--- src/rtl/mmm_pkg.sv ---
// Shared fetch-side definitions: machine width, boot address, PC source
// encoding and the PC controller state encoding.
package mmm_pkg;

   localparam int XLEN = 32;
   localparam logic [XLEN-1:0] BOOT_PC = 32'h0000_0100;

   // Source of the most recent PC update, as reported to the fetch stage
   typedef enum logic [1:0] {
      SRC_SEQ     = 2'd0,
      SRC_PRED    = 2'd1,
      SRC_MISPRED = 2'd2,
      SRC_EXCEPT  = 2'd3
   } redirect_src_t;

   // PC controller sequencing states
   typedef enum logic [1:0] {
      BOOT   = 2'd0,
      RUN    = 2'd1,
      BUBBLE = 2'd2
   } pc_ctrl_state_t;

   // Instruction addresses are word aligned, so the low two bits are dropped
   function automatic logic [XLEN-1:0] align_pc(input logic [XLEN-1:0] addr);
      return {addr[XLEN-1:2], 2'b00};
   endfunction

endpackage

--- src/rtl/pc_gen_ctrl_pc_next_mux.sv ---
// Next-PC priority selector: exception, then mispredict, then predicted
// taken branch, then sequential PC+4. Every written target is word aligned.
module pc_next_mux
   import mmm_pkg::*;
(
   input  logic            [XLEN-1:0] pc,
   input  logic                       handshake,
   input  logic                       pred_taken,
   input  logic            [XLEN-1:0] pred_target,
   input  logic                       res_mispredict,
   input  logic                       res_taken,
   input  logic            [XLEN-1:0] res_target,
   input  logic            [XLEN-1:0] res_pc,
   input  logic                       except,
   input  logic            [XLEN-1:0] except_vector,
   output logic            [XLEN-1:0] pc_next,
   output redirect_src_t              src_next,
   output logic                       pc_load,
   output logic                       flush
);

   // Pick the highest-priority PC source; a flush redirect ignores the handshake
   always_comb begin
      pc_next  = pc;
      src_next = SRC_SEQ;
      pc_load  = 1'b0;
      flush    = 1'b0;
      if (except) begin
         pc_next  = align_pc(except_vector);
         src_next = SRC_EXCEPT;
         pc_load  = 1'b1;
         flush    = 1'b1;
      end else if (res_mispredict) begin
         pc_next  = align_pc(res_taken ? res_target : (res_pc + XLEN'(4)));
         src_next = SRC_MISPRED;
         pc_load  = 1'b1;
         flush    = 1'b1;
      end else if (pred_taken && handshake) begin
         pc_next  = align_pc(pred_target);
         src_next = SRC_PRED;
         pc_load  = 1'b1;
      end else if (handshake) begin
         pc_next  = align_pc(pc + XLEN'(4));
         src_next = SRC_SEQ;
         pc_load  = 1'b1;
      end
   end

endmodule

--- src/rtl/pc_gen_ctrl.sv ---
// Fetch PC controller: owns the PC register, the BOOT/RUN/BUBBLE sequencer
// and its delay counter. Defining PC_GEN_CTRL_PERF_EN adds saturating
// mispredict/exception event counters with a synchronous clear.
module pc_gen_ctrl
   import mmm_pkg::*;
#(
   parameter int BOOT_DELAY      = 4,
   parameter int REDIRECT_BUBBLE = 1,
   parameter int CNT_W           = 32
)(
   input  logic            clk_i,
   input  logic            rst_n_i,
   input  logic            fetch_ready_i,
   input  logic            pred_taken_i,
   input  logic [XLEN-1:0] pred_target_i,
   input  logic            res_mispredict_i,
   input  logic            res_taken_i,
   input  logic [XLEN-1:0] res_target_i,
   input  logic [XLEN-1:0] res_pc_i,
   input  logic            except_i,
   input  logic [XLEN-1:0] except_vector_i,
   output logic [XLEN-1:0] pc_o,
   output logic            pc_valid_o,
   output logic            flush_o,
   output logic [1:0]      redirect_src_o
`ifdef PC_GEN_CTRL_PERF_EN
   ,
   input  logic             perf_clr_i,
   output logic [CNT_W-1:0] perf_mispredict_o,
   output logic [CNT_W-1:0] perf_except_o
`endif
);

   localparam int MAX_DELAY = (BOOT_DELAY > REDIRECT_BUBBLE) ? BOOT_DELAY : REDIRECT_BUBBLE;
   localparam int CW        = $clog2(MAX_DELAY + 2);

   // Last counter value spent in each waiting state before moving to RUN
   localparam logic [CW-1:0] BOOT_LAST   = CW'((BOOT_DELAY > 0) ? BOOT_DELAY - 1 : 0);
   localparam logic [CW-1:0] BUBBLE_LAST = CW'((REDIRECT_BUBBLE > 0) ? REDIRECT_BUBBLE - 1 : 0);

   pc_ctrl_state_t  state_q;
   logic [CW-1:0]   cnt_q;
   logic            valid_q;
   logic [XLEN-1:0] pc_q;
   redirect_src_t   src_q;

   logic [XLEN-1:0] pc_next;
   redirect_src_t   src_next;
   logic            pc_load;
   logic            flush;
   logic            handshake;

   assign handshake = valid_q & fetch_ready_i;

   pc_next_mux u_pc_next_mux (
      .pc             (pc_q),
      .handshake      (handshake),
      .pred_taken     (pred_taken_i),
      .pred_target    (pred_target_i),
      .res_mispredict (res_mispredict_i),
      .res_taken      (res_taken_i),
      .res_target     (res_target_i),
      .res_pc         (res_pc_i),
      .except         (except_i),
      .except_vector  (except_vector_i),
      .pc_next        (pc_next),
      .src_next       (src_next),
      .pc_load        (pc_load),
      .flush          (flush)
   );

   // PC and its source tag load together and hold together
   always_ff @(posedge clk_i or negedge rst_n_i) begin
      if (!rst_n_i) begin
         pc_q  <= BOOT_PC;
         src_q <= SRC_SEQ;
      end else if (pc_load) begin
         pc_q  <= pc_next;
         src_q <= src_next;
      end
   end

   // Sequencer: a flush redirect overrides any state, including the boot delay
   always_ff @(posedge clk_i or negedge rst_n_i) begin
      if (!rst_n_i) begin
         state_q <= BOOT;
         cnt_q   <= '0;
         valid_q <= 1'b0;
      end else if (flush) begin
         cnt_q <= '0;
         if (REDIRECT_BUBBLE > 0) begin
            state_q <= BUBBLE;
            valid_q <= 1'b0;
         end else begin
            state_q <= RUN;
            valid_q <= 1'b1;
         end
      end else begin
         case (state_q)
            BOOT: begin
               if (cnt_q == BOOT_LAST) begin
                  state_q <= RUN;
                  valid_q <= 1'b1;
                  cnt_q   <= '0;
               end else begin
                  cnt_q <= cnt_q + 1'b1;
               end
            end
            RUN: begin
               valid_q <= 1'b1;
            end
            BUBBLE: begin
               if (cnt_q == BUBBLE_LAST) begin
                  state_q <= RUN;
                  valid_q <= 1'b1;
                  cnt_q   <= '0;
               end else begin
                  cnt_q <= cnt_q + 1'b1;
               end
            end
            default: begin
               state_q <= BOOT;
               valid_q <= 1'b0;
               cnt_q   <= '0;
            end
         endcase
      end
   end

   assign pc_o           = pc_q;
   assign pc_valid_o     = valid_q;
   assign flush_o        = flush;
   assign redirect_src_o = src_q;

`ifdef PC_GEN_CTRL_PERF_EN
   logic [CNT_W-1:0] perf_mis_q;
   logic [CNT_W-1:0] perf_exc_q;

   // Saturating event counters; an exception masks a same-cycle mispredict
   always_ff @(posedge clk_i or negedge rst_n_i) begin
      if (!rst_n_i) begin
         perf_mis_q <= '0;
         perf_exc_q <= '0;
      end else if (perf_clr_i) begin
         perf_mis_q <= '0;
         perf_exc_q <= '0;
      end else begin
         if (except_i && !(&perf_exc_q)) begin
            perf_exc_q <= perf_exc_q + 1'b1;
         end
         if (res_mispredict_i && !except_i && !(&perf_mis_q)) begin
            perf_mis_q <= perf_mis_q + 1'b1;
         end
      end
   end

   assign perf_mispredict_o = perf_mis_q;
   assign perf_except_o     = perf_exc_q;
`endif

endmodule
--- config.mk ---
export PLATFORM = sky130hd
export DESIGN_NAME = pc_gen_ctrl
export DESIGN_NICKNAME = d
export VERILOG_FILES = /design/src/rtl/mmm_pkg.sv /design/src/rtl/pc_gen_ctrl_pc_next_mux.sv /design/src/rtl/pc_gen_ctrl.sv
export SDC_FILE = /design/constraint.sdc
export NUM_CORES = 1
export LEC_CHECK = 0
export BUFFER_PORTS_ARGS = -buffer_cell sky130_fd_sc_hd__clkbuf_2
export CAP_MARGIN = 20
export CELL_PAD_IN_SITES_DETAIL_PLACEMENT = 1
export CELL_PAD_IN_SITES_GLOBAL_PLACEMENT = 1
export CORE_UTILIZATION = 24
export DETAILED_ROUTE_END_ITERATION = 16
export PLACE_DENSITY_LB_ADDON = 0.3
export REMOVE_ABC_BUFFERS = 1
export SLEW_MARGIN = 20
export SYNTH_ARGS = -nofsm -noshare
export SYNTH_HDL_FRONTEND = slang
export SYNTH_HIERARCHICAL = 1
export SYNTH_SLANG_ARGS = --single-unit
export TNS_END_PERCENT = 10
--- constraint.sdc ---
create_clock -name clk_i -period 2.1 [get_ports clk_i]
set_clock_uncertainty 0.05 [all_clocks]
set_input_delay 0.105 -clock clk_i [delete_from_list [all_inputs] [get_ports clk_i]]
set_output_delay 0.105 -clock clk_i [all_outputs]
set_load 0.02 [all_outputs]
==> out/metrics.yaml, run 1 <==
syn_area_mm2: 0.00408
cts-root-buf: "clkbuf_16"
diodes: 0
synth_cell_type_count: 65
yosysMostFrequentCell: "nand2_1"
regArea_mm2: 0.00100
required_ps: 2220
synth_area_leaders: "dfrtp_1, mux2_2, o21ai_0"
yosysWarnings: 6
fin_crit_ps: 2370
n_fill_cell: 2045
multi_input_area_mm2: 0.00299
antenna_found_initial: 1
synthTopCellsByCount: "nand2_1, o21ai_0, dfrtp_1"
min_to: "pc_o[2]"
hold_start: "except_vector_i[2]"
r2r_end: "pc_o[30]"
busiest_layer: "met2"
antenna_left: 0
outcome: "finished with violations"
start_util_pct: 24.6
critical_path_arrival_ps: 2490
maxCapViolCount: 0
p_leak_nw: 2.69
areaGrowthSynthToFinish_pct: 47.8
gr-usage-met3_pct: 3.96
num-nets-final: 868
dr.first_iter.drc_count: 182
wl_um: 18600
tightest_slew_ps: 574
power_w: 0.00302
slew_violations: 0
hold_viol_final: 0
period_share_pct: 113
setup_viol: 15
numClockSinks: 40
synth_seq_area_share_pct: 24.6
r2r_cells: 7
max_slew_margin_pct: 61.7
cts_tree: "built"
layout-drive-gt1-share_pct: 44.0
finalWorstSetupSlack_ps: -270
io_pins: 171
violations: "negative setup slack"
grt_use_met2_pct: 35.4
startpoint_type: "flop"
synth_edf_count: 0
final.setup.tns_ps: -1390
clk_latency_ps: 290
die_h_um: 132
clock_path_buffers: 2
fmax_mhz: 422
synth_ff_type: "dfrtp_1"
ys_ff_latch: 40
postPlaceCellArea_mm2: 0.00568
grt_overflow_total: 0
yosysTopAreaCell: "dfrtp_1"
endpoint_kind: "flop"
holdCritPathClass: "primary input to flop"
async_flop_share_pct: 100
avgRoutedWirePerCell_um: 19.6
via_per_inst: 5.26
reg2reg_slack_ps: -270
irDropWorstVdd_mv: 0.326
gr-usage-met1_pct: 27.5
synth_top_area_share_pct: 23.9
h-tree-depth: 2
portBuffers: 162
cts_buffers: 5
min_path_cells: 3
coreArea_mm2: 0.0166
rsz0062_at_grt: "yes"
grt.total_usage_pct: 21.1
utilization_pct: 36.3
crit_fanout: 5
syn_inst: 498
die-area_mm2: 0.0175
worstSetupPathType: "flop to flop"
firstDrtPassIters: 4
grt_max_degree: 41
grt_pass1_wl_um: 28800
avgSynthCellArea_um2: 8.18
die_w_um: 132
rows: 47
timing.rr.start: "pc_o[8]"
via_count: 4989
clk_pin_slew_worst_paths_ps: 60
design_area_mm2: 0.00602
post-dp-hpwl_um: 14900
route.detailed.drc: 0
grt_pass1_vias: 5292
p_per_area_mw_per_mm2: 501
gp_congestion: 0.885
-- worst max-delay path, stage by stage (launching register included) --
cell      delay, ps
dfstp_2         530
nand4_1         100
buf_6           160
or4b_1          530
nor4_2          220
mux2i_1         240
o211ai_1        110
mux2_1          300
-- report_power, final --
part / leakage, nW / total, W / internal [W] / switching, W
sequential: 0.485 / 0.000958 / 0.000865 / 0.0000936
combinational: 2.13 / 0.00126 / 0.000572 / 0.000687
clock: 0.0712 / 0.000804 / 0.000475 / 0.000329
-- registers in the layout, indices dropped and copies added (netlist names) --
name            cells
cnt_q               3
pc_o               32
redirect_src_o      2
pc_valid_o          1
state_q             2
-- metal layers --
layer / vias up / share of wire, % / wire length (µm)
li1: 2357 / - / -
met1: 2406 / 45 / 8410
met2: 193 / 46 / 8540
met3: 31 / 6.1 / 1140
met4: 2 / 2.7 / 495
met5: - / 0.070 / 13
-- what timing repair did --
item                       CTS  global route
gates resized for setup     18            10
buffers inserted             4             4
hold endpoints to repair    39             0
setup endpoints to repair   21            25
pin swaps                    8             5
hold buffers                 1             0
-- metrics by stage --
step | instances | hold slack (ps) | setup WS (ps)
final | 948 | 136 | -270
after global routing | 948 | 156 | -300
after CTS | 945 | 131 | -262
after detailed placement | 932 | 184 | -243
after global placement | 931 | 169 | -228
after floorplan | 466 | -241 | -476
-- how the worst max path moves through the flow --
stage                           to       start  cells after the start
after detailed placement  pc_o[31]     pc_o[8]                      9
final                     pc_o[30]     pc_o[8]                      7
after global placement    pc_o[30]     pc_o[8]                      7
after CTS                 pc_o[30]     pc_o[8]                      7
after global routing      pc_o[30]     pc_o[8]                      7
after floorplan           pc_o[21]  pc_valid_o                      7
-- cell type report --
cell class	instances	area share (%)
tap	220	4.57
clock buffer	8	2.43
timing repair buffer	254	25.7
multi-input combinational	408	49.6
sequential	40	16.6
inverter	18	1.12
-- cells in the final DEF (no fill, tap or decap), types with 9 or more instances in the layout --
cell type  instances
or3_1             10
nor3_1             9
and3_1            10
o211ai_1          10
buf_4             84
mux2_2            28
dfrtp_1           39
nor2_1            28
o21ai_0           39
nand3_1           21
inv_1             18
xor2_1            14
nand4_1           18
nand2_1           41
clkbuf_2         162
a21oi_1           17
xnor2_1           17
-- cells by family after synthesis --
family                     after synthesis  synth area share (%)
DFF                                     40                  24.6
adders and majority gates                6                  1.84
AOI/OAI and AO/OA                      138                  23.9
xor gates and xnor gates                32                  6.88
buffers and inverters                   50                  5.07
muxes                                   43                  11.7
and+or+nand+nor                        189                  26.0
(Power assumes the default switching activity.)
==> run 2: changes to the inputs <==
Settings changed: CORE_MARGIN set to 2.
==> run 2 against run 1 <==
Compared with the run above:
- the run still ends with negative setup slack left
- clock power is 12% higher
- non-clock buffer count is 5 lower
- sequential power about the same
- die area is 3.0% higher
- design area down 0.91%
- global-route usage shrank 0.93 points
- critical endpoint is now pc_o[24]
==> out/metrics.yaml, run 2 (synthesis gave the netlist of run 1 again) <==
p_leak_nw: 2.68  # was 2.69 nW
slew_violations: 0  # unchanged
startpoint_type: "flop"  # unchanged
fmax_mhz: 437  # was 422 MHz
design_area_mm2: 0.00597  # was 0.00602 mm²
setup_viol: 19  # was 15
die-area_mm2: 0.0180  # was 0.0175 mm²
outcome: "finished with violations"  # unchanged
period_share_pct: 109  # was 113%
r2r_end: "pc_o[24]"  # was pc_o[30]
clk_pin_slew_worst_paths_ps: 70  # was 60 ps
critical_path_arrival_ps: 2410  # was 2490 ps
holdCritPathClass: "primary input to flop"  # unchanged
io_pins: 171  # unchanged
die_h_um: 134  # was 132 µm
r2r_cells: 8  # was 7
multi_input_area_mm2: 0.00296  # was 0.00299 mm²
clk_latency_ps: 290  # about the same
n_fill_cell: 2070  # was 2,045
regArea_mm2: 0.00100  # unchanged
irDropWorstVdd_mv: 0.329  # was 0.326 mV
via_count: 4948  # was 4,989
grt_pass1_wl_um: 28600  # was 28,800 µm
layout_commonest_cell: "clkbuf_2"  # unchanged
antenna_left: 0  # unchanged
grt.total_usage_pct: 20.2  # was 21.1%
antenna_found_initial: 1  # unchanged
die_w_um: 134  # was 132 µm
gp_congestion: 0.888  # was 0.885
min_to: "pc_o[3]"  # was pc_o[2]
numClockSinks: 40  # unchanged
portBuffers: 162  # unchanged
hold_viol_final: 0  # unchanged
timing.rr.start: "pc_o[8]"  # unchanged
cts_buffers: 5  # unchanged
post-dp-hpwl_um: 14800  # was 14,900 µm
avgRoutedWirePerCell_um: 19.5  # was 19.6 µm
start_util_pct: 24.6  # unchanged
required_ps: 2220  # about the same
via_per_inst: 5.25  # was 5.26
largest_reg_flops: 32  # unchanged
finalWorstSetupSlack_ps: -191  # was -270 ps
final_cell_mix: "clkbuf_2, buf_4, nand2_1"  # unchanged
rsz0062_at_grt: "yes"  # unchanged
h-tree-depth: 2  # unchanged
rows: 47  # unchanged
cts-root-buf: "clkbuf_16"  # unchanged
hold_start: "except_vector_i[3]"  # was except_vector_i[2]
cts_tree: "built"  # unchanged
areaGrowthSynthToFinish_pct: 46.5  # was 47.8%
num-nets-final: 863  # was 868
reg2reg_slack_ps: -190  # was -270 ps
coreArea_mm2: 0.0166  # unchanged
power_w: 0.00310  # was 0.00302 W
layout-drive-gt1-share_pct: 43.8  # was 44.0%
postPlaceCellArea_mm2: 0.00565  # was 0.00568 mm²
clock_path_buffers: 2  # unchanged
maxCapViolCount: 0  # unchanged
diodes: 0  # unchanged
grt_overflow_total: 0  # unchanged
wl_um: 18400  # was 18,600 µm
violations: "negative setup slack"  # unchanged
crit_fanout: 5  # unchanged
route.detailed.drc: 0  # unchanged
dr.first_iter.drc_count: 237  # was 182
p_per_area_mw_per_mm2: 518  # was 501 mW/mm²
endpoint_kind: "flop"  # unchanged
whs_ps: 121  # was 136 ps
max_slew_margin_pct: 24.4  # was 61.7%
min_path_cells: 4  # was 3
firstDrtPassIters: 4  # unchanged
grt_max_degree: 41  # unchanged
tightest_slew_ps: 1130  # was 574 ps
grt_pass1_vias: 5322  # was 5,292
worstSetupPathType: "flop to flop"  # unchanged
fin_crit_ps: 2290  # was 2370 ps
[run 2: cell types whose count changed in the layout (fill, tap and decap cells not counted), sizes merged]
cell,before,now
clkbuf,170,167
clkinv,0,1
clkinvlp,0,1
buf,91,86
bufinv,0,1
[run 2: stage by stage]
step | setup TNS (ps) | std cells | utilization [%] | worst slack, ps
detailed placement | -2250 | 930 | 34.1 | -230
CTS | -2200 | 940 | 35.4 | -252
finish | -1980 | 943 | 36.0 | -191
floorplan | -8410 | 466 | - | -476
global route | -4240 | 943 | 36.0 | -284
global placement | -1480 | 930 | 34.1 | -221
[run 2: area by class of cell]
cell class / instances / area share (%)
inverters: 18 / 1.13
well taps: 220 / 4.61
repair buffers: 249 / 25.0
flip-flops and latches: 40 / 16.8
multi-input cells: 408 / 49.6
clock inverters: 3 / 0.713
clock buffers: 5 / 2.10
[run 2: how the worst max path moves through the flow]
stage,start,endpoint,slack [ps],cells after the start
after floorplan,pc_valid_o,pc_o[21],-480,7
after global placement,pc_o[8],pc_o[30],-220,7
after detailed placement,pc_o[8],pc_o[30],-230,7
after CTS,pc_o[8],pc_o[30],-250,7
after global routing,pc_o[3],pc_o[26],-280,10
final,pc_o[8],pc_o[24],-190,8
[run 2: what timing repair did]
action                                 CTS  global route
setup endpoints to repair               20            23
hold buffers                             1             0
gates resized for setup                 10            17
pin swaps                               12            10
setup buffers                            2             3
endpoints found under the hold margin   39             0
[run 2: power by group]
group	switching, W	internal [W]	leakage, nW	total [W]
logic	0.000680	0.000563	2.11	0.00124
registers	0.0000903	0.000864	0.485	0.000955
clock network	0.000339	0.000559	0.0798	0.000898
[run 2: layer usage]
layer	track usage [%]	vias to the layer above	share of wire, %
met1	26.9	2414	45
met3	3.85	22	5.9
met5	0	-	0.060
li1	-	2340	-
met2	34.0	170	47
met4	4.33	2	2.0
[run 2: critical path, stage by stage (launching register included)]
cell and delay (ps):
dfstp_2 530, nand4_1 100, buf_6 150, buf_4 150, or4_4 460, o21ai_1 140, a21oi_1 70, a211o_1 260
mux2_2 260
==> run 3: changes to the inputs <==
Clock period 2.1 ns to 2.2 ns, I/O delays scaled along.
==> run 3 against run 2 <==
Compared with the run above:
- the run still ends with negative setup slack left
- critical path depth fell by 1
- routed wire length fell by 0.91%
- via count down 1.5%
- flip-flop and latch count unchanged
- global-route usage is 0.23 points lower
- clock power fell by 15%
- total power is 8.8% lower
- sequential power shrank 4.2%
- sequential share of layout area up 0.52 points
- die area unchanged
- register-to-register slack improved by 97 ps
- largest cell class unchanged
- largest power group unchanged
==> out/metrics.yaml, run 3 (synthesis gave the netlist of run 1 again) <==
outcome: "finished with violations"  # unchanged
violations: "negative setup slack"  # unchanged
finalWorstSetupSlack_ps: -93.9  # was -191 ps
required_ps: 2330  # was 2220 ps
cts-root-buf: "clkbuf_16"  # unchanged
critical_path_arrival_ps: 2420  # was 2410 ps
layout-drive-gt1-share_pct: 42.4  # was 43.8%
numClockSinks: 40  # unchanged
wl_um: 18200  # was 18,400 µm
h-tree-depth: 2  # unchanged
post-dp-hpwl_um: 14800  # about the same
grt_max_degree: 33  # was 41
largest_reg_flops: 32  # unchanged
via_per_inst: 5.29  # was 5.25
cts_buffers: 5  # unchanged
diodes: 0  # unchanged
final.setup.tns_ps: -246  # was -1980 ps
cts_tree: "built"  # unchanged
die_h_um: 134  # unchanged
setup_viol: 4  # was 19
antenna_left: 0  # unchanged
start_util_pct: 24.6  # unchanged
p_per_area_mw_per_mm2: 488  # was 518 mW/mm²
fmax_mhz: 436  # was 437 MHz
period_share_pct: 104  # was 109%
route.detailed.drc: 0  # unchanged
antenna_found_initial: 1  # unchanged
crit_fanout: 6  # was 5
maxCapViolCount: 0  # unchanged
coreArea_mm2: 0.0166  # unchanged
clock_path_buffers: 2  # unchanged
firstDrtPassIters: 4  # unchanged
reg2reg_slack_ps: -90  # was -190 ps
avgRoutedWirePerCell_um: 19.8  # was 19.5 µm
worstSetupPathType: "flop to flop"  # unchanged
irDropWorstVdd_mv: 0.316  # was 0.329 mV
dr.first_iter.drc_count: 156  # was 237
clk_pin_slew_worst_paths_ps: 60  # was 70 ps
rsz0062_at_grt: "yes"  # unchanged
gp_congestion: 0.871  # was 0.888
endpoint_kind: "flop"  # unchanged
areaGrowthSynthToFinish_pct: 42.1  # was 46.5%
grt_pass1_wl_um: 28100  # was 28,600 µm
grt_pass1_vias: 5304  # was 5,322
grt_overflow_total: 0  # unchanged
hold_viol_final: 0  # unchanged
num-nets-final: 841  # was 863
whs_ps: 109  # was 121 ps
die-area_mm2: 0.0180  # unchanged
holdCritPathClass: "primary input to flop"  # unchanged
cp-startpoint: "pc_o[8]"  # unchanged
startpoint_type: "flop"  # unchanged
grt.total_usage_pct: 20.0  # was 20.2%
hold_start: "except_vector_i[14]"  # was except_vector_i[3]
tightest_slew_ps: 746  # was 1130 ps
rows: 47  # unchanged
max_slew_margin_pct: 50.0  # was 24.4%
p_leak_nw: 2.55  # was 2.68 nW
clk_latency_ps: 290  # about the same
slew_violations: 0  # unchanged
die_w_um: 134  # unchanged
timing.rr.start: "pc_o[8]"  # unchanged
portBuffers: 162  # unchanged
via_count: 4872  # was 4,948
fin_crit_ps: 2290  # about the same
io_pins: 171  # unchanged
final_cell_mix: "clkbuf_2, buf_4, nand2_1"  # unchanged
layout_commonest_cell: "clkbuf_2"  # unchanged
-- run 3: cell count changes in the layout (fill, tap and decap cells not counted), moves of 2 or more --
cell / previous run / this run
nor2_2: 0 / 2
buf_4: 81 / 60
mux2_4: 5 / 2
mux2_2: 26 / 29
buf_6: 4 / 2
-- run 3: cell type report --
| cell class | count | area [µm²] |
|---|---|---|
| fill | 2080 | 10800 |
| sequential | 40 | 1000 |
| multi-input combinational | 408 | 2960 |
| timing repair buffer | 227 | 1330 |
| inverter | 18 | 67.6 |
| clock buffer | 6 | 139 |
| tap | 220 | 275 |
| clock inverter | 2 | 10.0 |
-- run 3: path summary, 6_finish.rpt --
path / end / cells after the start
max in group asynchronous: pc_o[8] / 3
hold / removal: pc_o[14] / 3
min in group asynchronous: pc_o[0] / 2
setup / recovery: pc_o[21] / 7
setup reg to reg: pc_o[21] / 7
hold reg to reg: redirect_src_o[0] / 1
-- run 3: timing repair --
action | CTS | global route
hold buffers | 1 | 0
hold endpoints to repair | 17 | 0
pin swaps | 4 | 6
setup endpoints to repair | 16 | 20
buffers inserted | 0 | 0
gates resized for setup | 10 | 13
-- run 3: report_power, final --
part	switching, W	internal [W]	total, W
Combinational	0.000637	0.000504	0.00114
Sequential	0.0000894	0.000825	0.000915
Clock	0.000319	0.000448	0.000767
-- run 3: critical path: stages, from the launching register on --
cell     delay (ps)
dfstp_2         530
nand4_1         100
buf_6           160
or4_4           450
o21ai_2         160
a31oi_1         100
a221o_1         370
mux2_4          260
-- run 3: layer usage --
metal,vias to the layer above,GRT usage (%),wire (µm)
met3,26,3.85,1150
met1,2365,25.8,8260
li1,2300,-,-
met4,2,4.91,391
met2,179,34.2,8410
met5,-,0,11
-- run 3: metrics by stage --
step / std cells / utilization (%) / total power, W / setup WS (ps) / cell area (µm²)
2_1_floorplan: 466 / - / 0.00145 / -376 / 3940
3_3_place_gp: 912 / 33.3 / 0.00201 / -136 / 5530
3_5_place_dp: 912 / 33.3 / 0.00204 / -191 / 5530
4_1_cts: 921 / 34.5 / 0.00283 / -101 / 5730
5_1_grt: 921 / 34.9 / 0.00298 / -215 / 5790
6_report: 921 / 34.9 / 0.00282 / -93.9 / 5790
